===== config.mk =====
export PLATFORM = sky130hd
export DESIGN_NAME = mio_bus_ctrl_flat
export DESIGN_NICKNAME = d
export VERILOG_FILES = /design/src/rtl/mio_pkg.sv /design/src/rtl/mio_bus_ctrl_if.sv /design/src/rtl/mio_timer.sv /design/src/rtl/mio_bus_ctrl.sv /design/src/flat_wrapper.sv
export SDC_FILE = /design/constraint.sdc
export NUM_CORES = 1
export LEC_CHECK = 0
export BUFFER_PORTS_ARGS = -buffer_cell sky130_fd_sc_hd__buf_2
export CORE_MARGIN = 2
export CORE_UTILIZATION = 56
export CTS_CLUSTER_DIAMETER = 30
export CTS_CLUSTER_SIZE = 30
export DETAILED_ROUTE_END_ITERATION = 6
export PLACE_DENSITY = 0.87
export SLEW_MARGIN = 20
export SYNTH_ARGS = -nofsm -noshare
export SYNTH_HDL_FRONTEND = slang
export SYNTH_SLANG_ARGS = --single-unit

===== constraint.sdc =====
create_clock -name clk -period 3.7 [get_ports clk]
set_input_delay 0 -clock clk [delete_from_list [all_inputs] [get_ports clk]]
set_output_delay 0 -clock clk [all_outputs]
set_load 0.1 [all_outputs]

===== src/rtl/mio_pkg.sv =====
// Shared constants for the memory/IO bus controller: region codes,
// peripheral register offsets and the controller FSM encoding.
package mio_pkg;
    localparam logic [3:0]  REG_GPIO  = 4'hE;
    localparam logic [3:0]  REG_TIMER = 4'hF;

    localparam logic [27:0] GPIO_LED  = 28'h0;
    localparam logic [27:0] GPIO_SW   = 28'h4;
    localparam logic [27:0] TIMER_CNT = 28'h0;

    // Wide enough for RAM_WAIT up to 15
    localparam int WAIT_W = 4;

    typedef enum logic [1:0] {
        IDLE    = 2'd0,
        RAM_ACC = 2'd1,
        DONE    = 2'd2
    } state_e;
endpackage


===== src/rtl/mio_bus_ctrl_if.sv =====
// CPU-side request/response bundle between the control FSM/datapath
// (master) and the memory/IO bus controller (slave).
interface mio_bus_if;
    logic        MemRead;
    logic        MemWrite;
    logic [31:0] addr;
    logic [31:0] wdata;
    logic [31:0] rdata;
    logic        MIO_ready;
    logic        bus_err;

    modport master (output MemRead, MemWrite, addr, wdata,
                    input  rdata, MIO_ready, bus_err);
    modport slave  (input  MemRead, MemWrite, addr, wdata,
                    output rdata, MIO_ready, bus_err);
endinterface


===== src/rtl/mio_timer.sv =====
// 32-bit free-running counter; a load replaces the increment in that cycle.
module mio_timer (
    input  logic        clk,
    input  logic        reset,
    input  logic        ld,
    input  logic [31:0] ld_val,
    output logic [31:0] cnt
);
    logic [31:0] cnt_q, cnt_d;

    always_comb begin
        cnt_d = ld ? ld_val : cnt_q + 32'd1;
    end

    always_ff @(posedge clk or negedge reset) begin
        if (!reset) cnt_q <= '0;
        else        cnt_q <= cnt_d;
    end

    assign cnt = cnt_q;
endmodule


===== src/rtl/mio_bus_ctrl.sv =====
// Memory/IO bus controller: decodes CPU requests into RAM, GPIO or timer,
// inserts RAM wait states and pulses MIO_ready once per completed access.
module mio_bus_ctrl
    import mio_pkg::*;
#(
    parameter int RAM_AW   = 10,
    parameter int RAM_WAIT = 2,
    parameter int GPIO_W   = 16
) (
    input  logic              clk,
    input  logic              reset,
    mio_bus_if.slave          bus,
    output logic              ram_en,
    output logic              ram_we,
    output logic [RAM_AW-1:0] ram_addr,
    output logic [31:0]       ram_din,
    input  logic [31:0]       ram_dout,
    output logic [GPIO_W-1:0] led,
    input  logic [GPIO_W-1:0] sw
);
    state_e              state_q, state_d;
    logic [WAIT_W-1:0]   wcnt_q, wcnt_d;
    logic [31:0]         rdata_q, rdata_d;
    logic                rdy_q, rdy_d;
    logic                err_q, err_d;
    logic                ram_en_q, ram_en_d;
    logic                ram_we_q, ram_we_d;
    logic [RAM_AW-1:0]   ram_addr_q, ram_addr_d;
    logic [31:0]         ram_din_q, ram_din_d;
    logic                acc_wr_q, acc_wr_d;
    logic [GPIO_W-1:0]   led_q, led_d;
    logic [GPIO_W-1:0]   sw_s1_q, sw_s2_q;

    logic [3:0]  region;
    logic [27:0] off;
    logic        req, is_gpio, is_timer, is_ram;
    logic        tmr_ld;
    logic [31:0] tmr_cnt;
    logic [31:0] per_rdata;

    // Low address bits are dropped so misaligned accesses hit the enclosing word
    assign region   = bus.addr[31:28];
    assign off      = {bus.addr[27:2], 2'b00};
    assign req      = bus.MemRead | bus.MemWrite;
    assign is_gpio  = (region == REG_GPIO);
    assign is_timer = (region == REG_TIMER);
    assign is_ram   = !is_gpio && !is_timer;
    assign tmr_ld   = (state_q == IDLE) && bus.MemWrite && is_timer && (off == TIMER_CNT);

    mio_timer u_timer (
        .clk    (clk),
        .reset  (reset),
        .ld     (tmr_ld),
        .ld_val (bus.wdata),
        .cnt    (tmr_cnt)
    );

    always_comb begin
        per_rdata = '0;
        if (is_gpio && off == GPIO_LED)        per_rdata = 32'(led_q);
        else if (is_gpio && off == GPIO_SW)    per_rdata = 32'(sw_s2_q);
        else if (is_timer && off == TIMER_CNT) per_rdata = tmr_cnt;
    end

    always_comb begin
        state_d    = state_q;
        wcnt_d     = wcnt_q;
        rdata_d    = rdata_q;
        err_d      = 1'b0;
        ram_en_d   = 1'b0;
        ram_we_d   = 1'b0;
        ram_addr_d = ram_addr_q;
        ram_din_d  = ram_din_q;
        acc_wr_d   = acc_wr_q;
        led_d      = led_q;
        case (state_q)
            IDLE: begin
                if (req) begin
                    err_d = (bus.MemRead && bus.MemWrite) || (bus.addr[1:0] != 2'b00);
                    if (is_ram) begin
                        state_d    = RAM_ACC;
                        wcnt_d     = WAIT_W'(RAM_WAIT);
                        ram_en_d   = 1'b1;
                        ram_we_d   = bus.MemWrite;
                        ram_addr_d = bus.addr[RAM_AW+1:2];
                        ram_din_d  = bus.wdata;
                        acc_wr_d   = bus.MemWrite;
                    end else begin
                        state_d = DONE;
                        if (bus.MemWrite) begin
                            if (is_gpio && off == GPIO_LED) led_d = bus.wdata[GPIO_W-1:0];
                        end else begin
                            rdata_d = per_rdata;
                        end
                    end
                end
            end
            RAM_ACC: begin
                if (wcnt_q == '0) begin
                    state_d = DONE;
                    if (!acc_wr_q) rdata_d = ram_dout;
                end else begin
                    wcnt_d = wcnt_q - WAIT_W'(1);
                end
            end
            DONE:    state_d = IDLE;
            default: state_d = IDLE;
        endcase
        rdy_d = (state_d == DONE);
    end

    always_ff @(posedge clk or negedge reset) begin
        if (!reset) begin
            state_q    <= IDLE;
            wcnt_q     <= '0;
            rdata_q    <= '0;
            rdy_q      <= 1'b0;
            err_q      <= 1'b0;
            ram_en_q   <= 1'b0;
            ram_we_q   <= 1'b0;
            ram_addr_q <= '0;
            ram_din_q  <= '0;
            acc_wr_q   <= 1'b0;
            led_q      <= '0;
            sw_s1_q    <= '0;
            sw_s2_q    <= '0;
        end else begin
            state_q    <= state_d;
            wcnt_q     <= wcnt_d;
            rdata_q    <= rdata_d;
            rdy_q      <= rdy_d;
            err_q      <= err_d;
            ram_en_q   <= ram_en_d;
            ram_we_q   <= ram_we_d;
            ram_addr_q <= ram_addr_d;
            ram_din_q  <= ram_din_d;
            acc_wr_q   <= acc_wr_d;
            led_q      <= led_d;
            sw_s1_q    <= sw;
            sw_s2_q    <= sw_s1_q;
        end
    end

    assign bus.rdata     = rdata_q;
    assign bus.MIO_ready = rdy_q;
    assign bus.bus_err   = err_q;
    assign ram_en        = ram_en_q;
    assign ram_we        = ram_we_q;
    assign ram_addr      = ram_addr_q;
    assign ram_din       = ram_din_q;
    assign led           = led_q;
endmodule


===== src/flat_wrapper.sv =====
// flat-port wrapper written by rule: the top's interface ports become plain ports
module mio_bus_ctrl_flat import mio_pkg::*;
#(
    parameter int RAM_AW   = 10,
    parameter int RAM_WAIT = 2,
    parameter int GPIO_W   = 16
)
  (clk, reset, ram_en, ram_we, ram_addr, ram_din, ram_dout, led, sw, bus_MemRead, bus_MemWrite, bus_addr, bus_wdata, bus_rdata, bus_MIO_ready, bus_bus_err);
  mio_bus_if bus_i ();
  input  logic clk;
  input  logic reset;
  output logic ram_en;
  output logic ram_we;
  output logic [RAM_AW-1:0] ram_addr;
  output logic [31:0] ram_din;
  input  logic [31:0] ram_dout;
  output logic [GPIO_W-1:0] led;
  input  logic [GPIO_W-1:0] sw;
  input wire logic [$bits(bus_i.MemRead)-1:0] bus_MemRead;
  input wire logic [$bits(bus_i.MemWrite)-1:0] bus_MemWrite;
  input wire logic [$bits(bus_i.addr)-1:0] bus_addr;
  input wire logic [$bits(bus_i.wdata)-1:0] bus_wdata;
  output wire logic [$bits(bus_i.rdata)-1:0] bus_rdata;
  output wire logic [$bits(bus_i.MIO_ready)-1:0] bus_MIO_ready;
  output wire logic [$bits(bus_i.bus_err)-1:0] bus_bus_err;
  assign bus_i.MemRead = bus_MemRead;
  assign bus_i.MemWrite = bus_MemWrite;
  assign bus_i.addr = bus_addr;
  assign bus_i.wdata = bus_wdata;
  assign bus_rdata = bus_i.rdata;
  assign bus_MIO_ready = bus_i.MIO_ready;
  assign bus_bus_err = bus_i.bus_err;
  mio_bus_ctrl #(.RAM_AW(RAM_AW), .RAM_WAIT(RAM_WAIT), .GPIO_W(GPIO_W)) u_core (.clk(clk), .reset(reset), .bus(bus_i), .ram_en(ram_en), .ram_we(ram_we), .ram_addr(ram_addr), .ram_din(ram_din), .ram_dout(ram_dout), .led(led), .sw(sw));
endmodule

# ---- Word-level counts from Yosys, hierarchy flattened
# Index checks and enable logic that the tools add are counted.
dict set report op_classes {
  n_eq_ne 12
  bitwise_logic 2
  n_addsub 2
  n_reduce_logical 20
  n_mux 26
}
# op count
set op_table {}
lappend op_table {{two-way mux 32 bit} 9}
lappend op_table {{case mux 32 bit (2 select lines)} 1}
lappend op_table {{adder 32 x 1 -> 32 bit, second input constant} 1}
lappend op_table {{logical NOT 28 bit} 1}
lappend op_table {{equality test 26 x 1 -> 1 bit, second input constant} 1}
lappend op_table {{two-way mux 4 bit} 3}
lappend op_table {{equality test 4 bit, second input constant} 2}
lappend op_table {{logical AND 1 bit} 8}
lappend op_table {{two-way mux 1 bit} 8}
lappend op_table {{!= test 2 bit, second input constant} 4}
lappend op_table {{case mux 4 bit (2 select lines)} 1}
lappend op_table {{two-way mux 2 bit} 3}
lappend op_table {{!= test 2 x 1 -> 1 bit, second input constant} 3}
lappend op_table {{AND reduction 6 bit} 1}
lappend op_table {{AND reduction 5 bit} 1}
lappend op_table {{logical NOT 4 bit} 1}
lappend op_table {{case mux 2 bit (2 select lines)} 1}
lappend op_table {{AND reduction 4 bit} 1}
lappend op_table {{nonzero test 2 bit} 2}
lappend op_table {{subtractor 4 x 1 -> 4 bit, second input constant} 1}
lappend op_table {{AND reduction 3 bit} 1}
lappend op_table {{equality test 2 x 1 -> 1 bit, second input constant} 1}
lappend op_table {{equality test 2 bit, second input constant} 1}
lappend op_table {{logical NOT 1 bit} 2}
lappend op_table {{4 further kinds} 4}
dict set report word_totals {
  inputBits 116
  out_inout_bits 94
  register_bits 165
  wordCells 76
}

# ---- Longest topological paths before layout
# Gate-level depths: netlist (run 1).
dict set report logic_depth {
  word_depth 9
  depth_mapped 9
  mapped_depth_nobuf 7
}

# ---- Modules after synthesis
# A second synthesis (run 1) with hierarchy kept.
dict set report hier_totals {
  cells_unflattened 663
  area_unflattened_um2 7410.9
}
# module area_per_inst_um2 n_inst cells_per_inst seq_area_each_um2
set by_module_without_submodules {}
lappend by_module_without_submodules {mio_bus_ctrl 5617.9 1 458 3328.2}
lappend by_module_without_submodules {mio_timer 1793.0 1 205 800.8}

# ---- Worst setup path after synthesis (run 1)
# No wires, ideal clock.
dict set report synth_timing {
  kind {register -> register}
  from {register u_core.u_timer.cnt_q[0], in the netlist u_core.u_timer.cnt[0]}
  to {register u_core.u_timer.cnt_q[28], in the netlist u_core.u_timer.cnt[28]}
  required_time_ns 3.575
  path_slack_ns 1.795
  stages_incl_launch_ff 7
  arrival_time_ns 1.780
  path_buffers 0
  setup_ns 0.125
  period_less_slack_ns 1.905
  cell_sequence {dfrtp_1 -> ha_1 -> nand3_1 -> nor4_4 -> nand4_1 -> xnor2_1 -> mux2_2}
}
dict set report synth_between {
  elab_chain_len 2
}
# item line
set synth_rtl {}
lappend synth_rtl {{start: declaration} mio_timer.sv:9} ;# logic [31:0] cnt_q, cnt_d;
lappend synth_rtl {{start signal: assignment} mio_timer.sv:17} ;# else cnt_q <= cnt_d;
lappend synth_rtl {{adder 32 x 1 -> 32 bit} mio_timer.sv:12} ;# cnt_d = ld ? ld_val : cnt_q + 32'd1;
lappend synth_rtl {{two-way mux 32 bit} mio_timer.sv:12}
lappend synth_rtl {{net u_core.u_timer.cnt_d[28]} mio_timer.sv:9}
# The timed path passes the listed nets, and every way through them passes these cells.
# A chain may end at the register's enable or synchronous reset.

# ---- Worst setup path after layout (run 1)
dict set report layout_timing {
  from {register u_core.wcnt_q[0]}
  to {register u_core.rdata_q[11], in the netlist u_core.bus.rdata[11]}
}
dict set report layout_between {
  elab_chain_len 3
}
# item line
set layout_rtl {}
lappend layout_rtl {{start: declaration} mio_bus_ctrl.sv:22} ;# logic [WAIT_W-1:0] wcnt_q, wcnt_d;
lappend layout_rtl {{start signal: assignment} mio_bus_ctrl.sv:129} ;# wcnt_q <= wcnt_d;
lappend layout_rtl {{logical NOT 4 bit} mio_bus_ctrl.sv:99} ;# if (wcnt_q == '0) begin
lappend layout_rtl {{!= test 2 x 1 -> 1 bit (no source line)} -}
lappend layout_rtl {{AND reduction 6 bit (no source line)} -}
lappend layout_rtl {{end signal: assignment} mio_bus_ctrl.sv:130} ;# rdata_q <= rdata_d;
lappend layout_rtl {{end: declaration} mio_bus_ctrl.sv:23} ;# logic [31:0] rdata_q, rdata_d;
# Every way passes these cells.

==> metrics.md, run 1 <==
| Metric | Value |
|---|---|
| Leak Pwr | 4.761 nW |
| Post-synthesis sequential area ratio | between 50% and 60% |
| Slew Limit Fails | 0 |
| MaxCap Viol Count | 0 |
| Number of synthesized flops with an enable pin | 0 |
| Via density | 5.627 |
| Core ar. | 0.01267 mm² |
| Share of layout cells above drive strength 1 | 31.05% |
| Critical path type | register to register |
| Setup crit start kind | register |
| Worst-path fanout max | 16 |
| Largest net degree at the start of global routing | 86 |
| Clock Skew | 0.008631 ns |
| Asr flop ratio synth | 100.0% |
| Clk root buf | clkbuf_16 |
| Detailed placer's ending HPWL | 12760 µm |
| Cell variety after synth | 43 |
| Setup TNS | 0 ns |
| Buffers on Ports | between 200 and 250 |
| RePlAce Congestion | 0.8328 |
| Synth warnings | 0 |
| CTS tree | built |
| Critical Path AT | around 2.7 ns |
| Post-Route WL | 21860 µm |
| VDD IR max | 0.5351 mV |
| CP peak stage delay | 0.41 ns |
| Layout area overhead | 36.75% |
| First-pass GRT wire length | about 35000 µm |
| Grt total ovfl | 0 |
| Synth Flop Type | dfrtp_1 |
| Crit share post-route | 63.93% |
| Post-route DRC violation count | 0 |
| Worst-path cell chain | inv_1 -> ha_1 -> nor3b_1 -> nand3b_1 -> a21oi_4 -> buf_4 -> mux2i_1 -> a21oi_1 |
| Die W | 118.3 µm |
| DIE AREA | about 0.014 mm² |
| Cell area power density | 902.6 mW/mm² |
| Fin nets | approximately 1100 |
| Cts bufs inserted | 17 |
| Antenna violations before repair | 1 |
| # setup viols final | 0 |
| Post-place instance area | 0.008524 mm² |
| Reg area | 0.004129 mm² |
| Initial core utilization | between 50 and 60% |
| Tightest Pin Transition | about 0.95 ns |
| CTS resizes | 0 |
| Synthesized area per cell | between 10 and 15 µm² |
| Worst min-delay path class | primary input to register |
| Final ANT Viol Nets | 0 |
| Max clock buf depth | 2 |
| Yosys reg bits | between 150 and 200 |
| CTS HTree Levels | 4 |
| Syn Nets | 804 |
| Required time worst endpoint | approximately 4.0 ns |
| Status | finished clean |
| Pre-CTS setup slack | about 1.5 ns |
| Crit-path slowest cell | dfrtp_1 |
| Crit path max-delay family | simple AND/OR/NAND/NOR gates |
| Period minus WS final | 2.365 ns |
| Clock slew at reported path FFs | 0.06 ns |
| RSZ-0062 raised after global routing | no |
| CP bufs+invs | 2 |
| Final Hold Fails | 0 |
| First-pass iteration count of the detailed router | 5 |
| Gr usage total | 32.43% |
| FILL cells | 739 |
| Slew margin rel. | a little over a third |
| # IOs | 210 |
| Die height | around 120 µm |
| Vias | 6555 |
| Syn Inst Count | 685 |
| Post-route cell area | 0.01001 mm² |
| CTS sink count | 165 |
| Site Rows | ~40 |
| Worst-skew pair later-pin latency | 0.43 ns |
| Worst slack on hold paths | 0.01554 ns |
| Setup ws final | between 1 and 1.5 ns |
| Initial DRC count | 528 |
| Wirelength per Cell | 18.76 µm |
| Critical path endpoint category | register |
| Peak Freq | 422.8 MHz |
| Mapped Area | 0.007317 mm² |
| Multi-input gate area | 0.003017 mm² |
| Vias in the first global route | 6925 |
==> state kept, by name, summed over array words and instances, names as in the netlist <==
signal                flops
u_core.bus.rdata         32
u_core.ram_we             1
u_core.state_q            2
u_core.sw_s1_q           16
u_core.sw_s2_q           16
u_core.bus.bus_err        1
u_core.bus.MIO_ready      1
u_core.ram_din           32
u_core.ram_en             1
u_core.ram_addr          10
u_core.u_timer.cnt       32
u_core.acc_wr_q           1
u_core.led               16
u_core.wcnt_q             4
==> report_power, final <==
part	switching [mW]	internal [mW]	leakage (nW)	total, mW
sequential	0.275	2.27	1.99	2.54
clock	0.710	1.01	0.272	1.72
combinational	4.00	0.771	2.50	4.77
==> placed cells by master (no fill, tap or decap), types with 6 or more instances in the layout <==
cell           netlist  final
a21oi_1             19     18
nand4_1              9      9
and3_1               6      6
nand3_1             31     31
xnor2_1             16     16
mux2i_1             17     17
xor2_1              16     16
dfrtp_1            165    165
clkbuf_16            0     17
dlygate4sd3_1        0     90
buf_4                5      7
mux2_4              10     10
buf_2                7    208
nand2b_1            19     19
o21ai_0             25     25
a31oi_1             16     16
a22oi_1             16     16
mux2_2              27     27
nor2_1              30     30
nor4_4               9      9
nand2_1            180    180
==> layout make-up <==
class	instances	share of cell area [%]
inverter	5	0.1876
timing repair buffer	308	20.45
antenna	1	0.02501
clock inverter	12	1.313
tap	172	2.151
multi-input combinational	482	30.15
clock buffer	20	4.464
sequential	165	41.27
==> worst paths after layout <==
path / start / endpoint / slack (ns) / cells past startpoint
min in group asynchronous: reset / u_core.ram_addr[3] / 0.17 / 2
max in group asynchronous: reset / u_core.ram_din[12] / 2.62 / 3
worst max register to register: u_core.wcnt_q[0] / u_core.bus.rdata[11] / 1.33 / 8
worst min register to register: u_core.sw_s1_q[9] / u_core.sw_s2_q[9] / 0.35 / 0
worst max-delay path: u_core.wcnt_q[0] / u_core.bus.rdata[11] / 1.33 / 8
worst min-delay path: ram_dout[7] / u_core.bus.rdata[7] / 0.02 / 4
==> routing by layer <==
layer  GRT usage, %  vias to the layer above  wire length, µm
met5              0                        -                0
met4          16.11                        0              817
met3          7.191                       73             1528
met2          56.36                      340            11350
met1          37.79                     3214             8166
li1               -                     2928                -
==> Yosys cell counts (2+ instances only) <==
library cell  instances  area (µm²)
mux2_2               27       304.0
buf_4                 5       37.54
mux2i_1              17       170.2
and4_1                2       17.52
nand4_1               9       56.30
nor4_1                5       31.28
buf_6                 3       33.78
a31oi_1              16       100.1
buf_2                 7       35.03
o21ai_0              25       125.1
nand2b_1             19       118.9
nor2_1               30       112.6
nand2_2               2       12.51
nand2_1             180       675.7
nand3_2               2       20.02
mux2_4               10       150.1
and3_1                6       37.54
nor3_1                4       20.02
nor4_2                2       25.02
nand3_1              31       155.2
nor4_4                9       191.4
a21oi_1              19       95.09
inv_1                 4       15.01
or4_1                 2       15.01
clkbuf_1             18       67.56
ha_1                  3       37.54
xor2_1               16       140.1
xnor2_1              16       140.1
dfrtp_1             165        4129
o21ai_1               3       15.01
a22oi_1              16       120.1
==> metrics by stage <==
step / cells / utilization (%) / total power, mW
6_report: 1165 / 78.97 / 9.031
5_1_grt: 1165 / 78.97 / 9.371
4_1_cts: 1164 / 78.95 / 8.967
3_5_place_dp: 1042 / 67.28 / 7.173
3_3_place_gp: 1042 / 67.28 / 7.089
2_1_floorplan: 685 / - / 6.305
==> tightest hold or removal path, cell delays in order <==
cell and delay, ns:
buf_2 0.08, nand2b_1 0.09, mux2i_1 0.07, a21oi_1 0.14
==> kinds of logic after synthesis <==
logic type	share of synthesized area (%)
AND/OR/NAND/NOR	21.55
flip-flops	56.43
AO/OA/AOI/OAI	6.515
multiplexers	8.533
buffers and inverters	2.633
XOR/XNOR	3.830
adder cells (fa/ha/maj)	0.5131
==> timing repair <==
action	in CTS	in global routing
endpoints found under the hold margin	216	0
hold buffers	90	0
setup buffers	0	0
(Power assumes the default switching activity.)
==> run 2, diff against run 1 <==
ABC_AREA = 1   (was default)
CORE_UTILIZATION = 47   (was 56)
PLACE_DENSITY = 0.78   (was 0.87)
clock period = 1.9 ns   (was 3.7 ns; I/O delays follow)
==> run 2 against run 1 <==
  * Die area is 22% higher
  * Fmax is 31% higher
  * Utilization is 12 points lower
  * Clock power is 96% higher
  * First-iteration DRC count is 21% higher
  * Sequential cell count stayed put
  * Synthesized cell count is 37% higher
  * Wire length is 5.7% higher
  * Register-to-register slack worse by 1.2 ns
  * Non-clock buffer count is 30 higher
  * Area after synthesis is 2.7% higher
  * Largest power group unchanged
  * Highest routed layer unchanged
==> metrics.md, run 2 <==
| Metric | Value |
|---|---|
| Cell area power density | 1645 mW/mm² (was 902.6 mW/mm²) |
| Seq pwr share | 27.8% (was 28.1%) |
| Detailed placer's ending HPWL | 15410 µm (was 12760 µm) |
| First-pass GRT wire length | 35870 µm (was 35330 µm) |
| Worst-skew pair later-pin latency | 0.43 ns (about the same) |
| Syn Nets | 1056 (was 804) |
| VDD IR max | 1.298 mV (was 0.5351 mV) |
| Number of synthesized flops with an enable pin | 0 (unchanged) |
| RePlAce Congestion | 0.9519 (was 0.8328) |
| Site Rows | 46 (was 41) |
| Vias in the first global route | 7304 (was 6925) |
| Peak Freq | 555.0 MHz (was 422.8 MHz) |
| Syn Inst Count | 937 (was 685) |
| Count leader, synth | nand2_1 (unchanged) |
| Wirelength per Cell | 15.58 µm (was 18.76 µm) |
| Clock slew at reported path FFs | 0.07 ns (was 0.06 ns) |
| Antenna violations before repair | 0 (was 1) |
| Gr usage total | 27.40% (was 32.43%) |
| Final core utilization | 66.64% (was 78.97%) |
| Max clock buf depth | 2 (unchanged) |
| MaxCap Viol Count | 0 (unchanged) |
| Cell variety after synth | 30 (was 43) |
| Setup TNS | 0 ns (unchanged) |
| Tightest Pin Transition | 0.6057 ns (was 0.9540 ns) |
| Vias | 7613 (was 6555) |
| Combinational share of power | 52.6% (was 52.8%) |
| Slew margin rel. | 59.62% (was 35.93%) |
| Critical Path AT | 2.15 ns (was 2.65 ns) |
| Clk pwr share | 19.5% (was 19.0%) |
| Share of layout cells above drive strength 1 | 22.26% (was 31.05%) |
| Initial DRC count | 638 (was 528) |
| Clock Skew | 0.009535 ns (was 0.008631 ns) |
| Multi-input gate area | 0.003019 mm² (was 0.003017 mm²) |
| CTS sink count | 165 (unchanged) |
| Setup crit start kind | register (unchanged) |
| Critical path type | register to register (unchanged) |
| DIE AREA | 0.01702 mm² (was 0.01400 mm²) |
| Die height | 130.5 µm (was 118.3 µm) |
| Crit share post-route | 94.83% (was 63.93%) |
| Critical path endpoint category | register (unchanged) |
| Grt total ovfl | 0 (unchanged) |
| Fin nets | 1373 (was 1098) |
| Switching share of power | 54.89% (was 55.19%) |
| Worst slack on hold paths | 0.1225 ns (was 0.01554 ns) |
| Asr flop ratio synth | 100.0% (unchanged) |
| Final ANT Viol Nets | 0 (unchanged) |
| Yosys top cell by area | dfrtp_1 (unchanged) |
| Reg area | 0.004129 mm² (unchanged) |
| Post-synthesis sequential area ratio | 54.94% (was 56.43%) |
| Status | finished clean (unchanged) |
| First-pass iteration count of the detailed router | 5 (unchanged) |
| Int Power | 7.797 mW (was 4.047 mW) |
| Placed insts | 1351 (was 1042) |
| Synth Flop Type | dfrtp_1 (unchanged) |
| Via density | 5.134 (was 5.627) |
| Largest net degree at the start of global routing | 64 (was 86) |
| Cts bufs inserted | 17 (unchanged) |
| Flop2flop setup slack | 0.1 ns (was 1.33 ns) |
| Final cell count without fillers | 1483 (was 1165) |
| Post-route DRC violation count | 0 (unchanged) |
| # IOs | 210 (unchanged) |
| Synth top area cells | dfrtp_1 55%, nand2_1 17%, o21ai_0 6.1% (was dfrtp_1 56%, nand2_1 9.2%, mux2_2 4.2%) |
| Required time worst endpoint | 2.24 ns (was 3.99 ns) |
| Worst-path fanout max | 4 (was 16) |
| Post-Route WL | 23110 µm (was 21860 µm) |
| Final Hold Fails | 0 (unchanged) |
| Layout area overhead | 39.82% (was 36.75%) |
| Commonest cells after routing, fill and taps aside | 343 x nand2_1, 208 x buf_2, 165 x dfrtp_1, 97 x dlygate4sd3_1, 94 x nor2_1 (was 208 x buf_2, 180 x nand2_1, 165 x dfrtp_1, 90 x dlygate4sd3_1, 31 x nand3_1) |
| CTS tree | built (unchanged) |
| Tot Pwr | 17.28 mW (was 9.031 mW) |
| Buffers on Ports | 209 (unchanged) |
| Worst min-delay path class | primary input to asynchronous set/reset pin (was primary input to register) |
| Synth warnings | 0 (unchanged) |
| # setup viols final | 0 (unchanged) |
| Ant. Diodes | 0 (was 1) |
| Area share of the largest cell type after synthesis | 54.94% (was 56.43%) |
| Sw Pwr | 9.488 mW (was 4.984 mW) |
| CTS HTree Levels | 4 (unchanged) |
| Commonest non-fill, non-tap cell in the layout | nand2_1 (was buf_2) |
| Period minus WS final | 1.802 ns (was 2.365 ns) |
| Yosys reg bits | 165 (unchanged) |
| Slew Limit Fails | 0 (unchanged) |
| FILL cells | 1256 (was 739) |
| Mapped Area | 0.007516 mm² (was 0.007317 mm²) |
| RSZ-0062 raised after global routing | no (unchanged) |
| Initial core utilization | 47.66% (was 57.75%) |
| Leak Pwr | 5.487 nW (was 4.761 nW) |
| Most common library cells after synthesis | 344 x nand2_1, 165 x dfrtp_1, 95 x nor2_1, 91 x o21ai_0, 81 x nand3_1 (was 180 x nand2_1, 165 x dfrtp_1, 31 x nand3_1, 30 x nor2_1, 27 x mux2_2) |
| Die W | 130.5 µm (was 118.3 µm) |
| Core ar. | 0.01577 mm² (was 0.01267 mm²) |
| Clk root buf | clkbuf_16 (unchanged) |
| Synthesized area per cell | 8.021 µm² (was 10.68 µm²) |
## run 2: kinds of logic (layout without fill, tap and decap cells)
family / Yosys count / in the layout / share of synthesized area (%)
simple gates: 547 / 547 / 29.67
flops: 165 / 165 / 54.94
compound gates: 109 / 109 / 7.508
buf+inv: 93 / 423 / 5.061
xor+xnor: 20 / 20 / 2.331
fa+ha+maj: 3 / 3 / 0.4995
## run 2: critical path, cell delays in order (launching register included)
cell	delay, ns
dfrtp_1	0.44
nand2_1	0.10
nor2_1	0.32
nand2_1	0.12
nor3_1	0.26
buf_4	0.19
xor2_1	0.14
nand2_1	0.07
o21ai_0	0.09
## run 2: final cells by class
type | count | share of cell area, %
Multi-Input combinational cell | 679 | 28.73
Timing Repair Buffer | 338 | 21.97
Inverter | 53 | 1.929
Clock buffer | 18 | 4.179
Clock inverter | 14 | 1.333
Tap cell | 216 | 2.572
Sequential cell | 165 | 39.29
## run 2: worst paths after layout
path                                             start  cells past startpoint                     end
worst max-delay path            u_core.u_timer.cnt[12]                      8  u_core.u_timer.cnt[13]
worst min-delay path                             reset                      2    u_core.bus.rdata[14]
worst max register to register  u_core.u_timer.cnt[12]                      8  u_core.u_timer.cnt[13]
worst min register to register       u_core.sw_s1_q[2]                      0       u_core.sw_s2_q[2]
max in group asynchronous                        reset                      3      u_core.ram_din[18]
min in group clk                          bus_addr[31]                      4         u_core.acc_wr_q
## run 2: power groups by stage
stage	logic [mW]	clock network (mW)	registers (mW)
floorplan	1.95	0	10.1
global placement	8.75	0	4.83
detailed placement	8.85	0	4.84
CTS	9.03	3.42	4.80
global route	9.62	3.56	4.91
finish	9.10	3.37	4.81
## run 2: what timing repair did
action                     4_1_cts  5_1_grt
resized for setup                0        6
setup endpoints to repair        0       18
hold endpoints to repair       198        0
setup buffers                    0        3
hold buffers                    97        0
## run 2: metrics by stage
step	cell area (µm²)	setup slack [ns]
2_1_floorplan	7516	0.3005
3_3_place_gp	8917	0.1690
3_5_place_dp	8917	0.1237
4_1_cts	10470	0.09198
5_1_grt	10510	0.01025
6_report	10510	0.09828
## run 2: metal layers
layer,track usage [%],vias up,wire length [µm]
met5,0,-,0
met4,11.70,0,835
met3,5.700,75,1646
met2,45.30,347,11220
met1,35.37,3562,9404
li1,-,3629,-
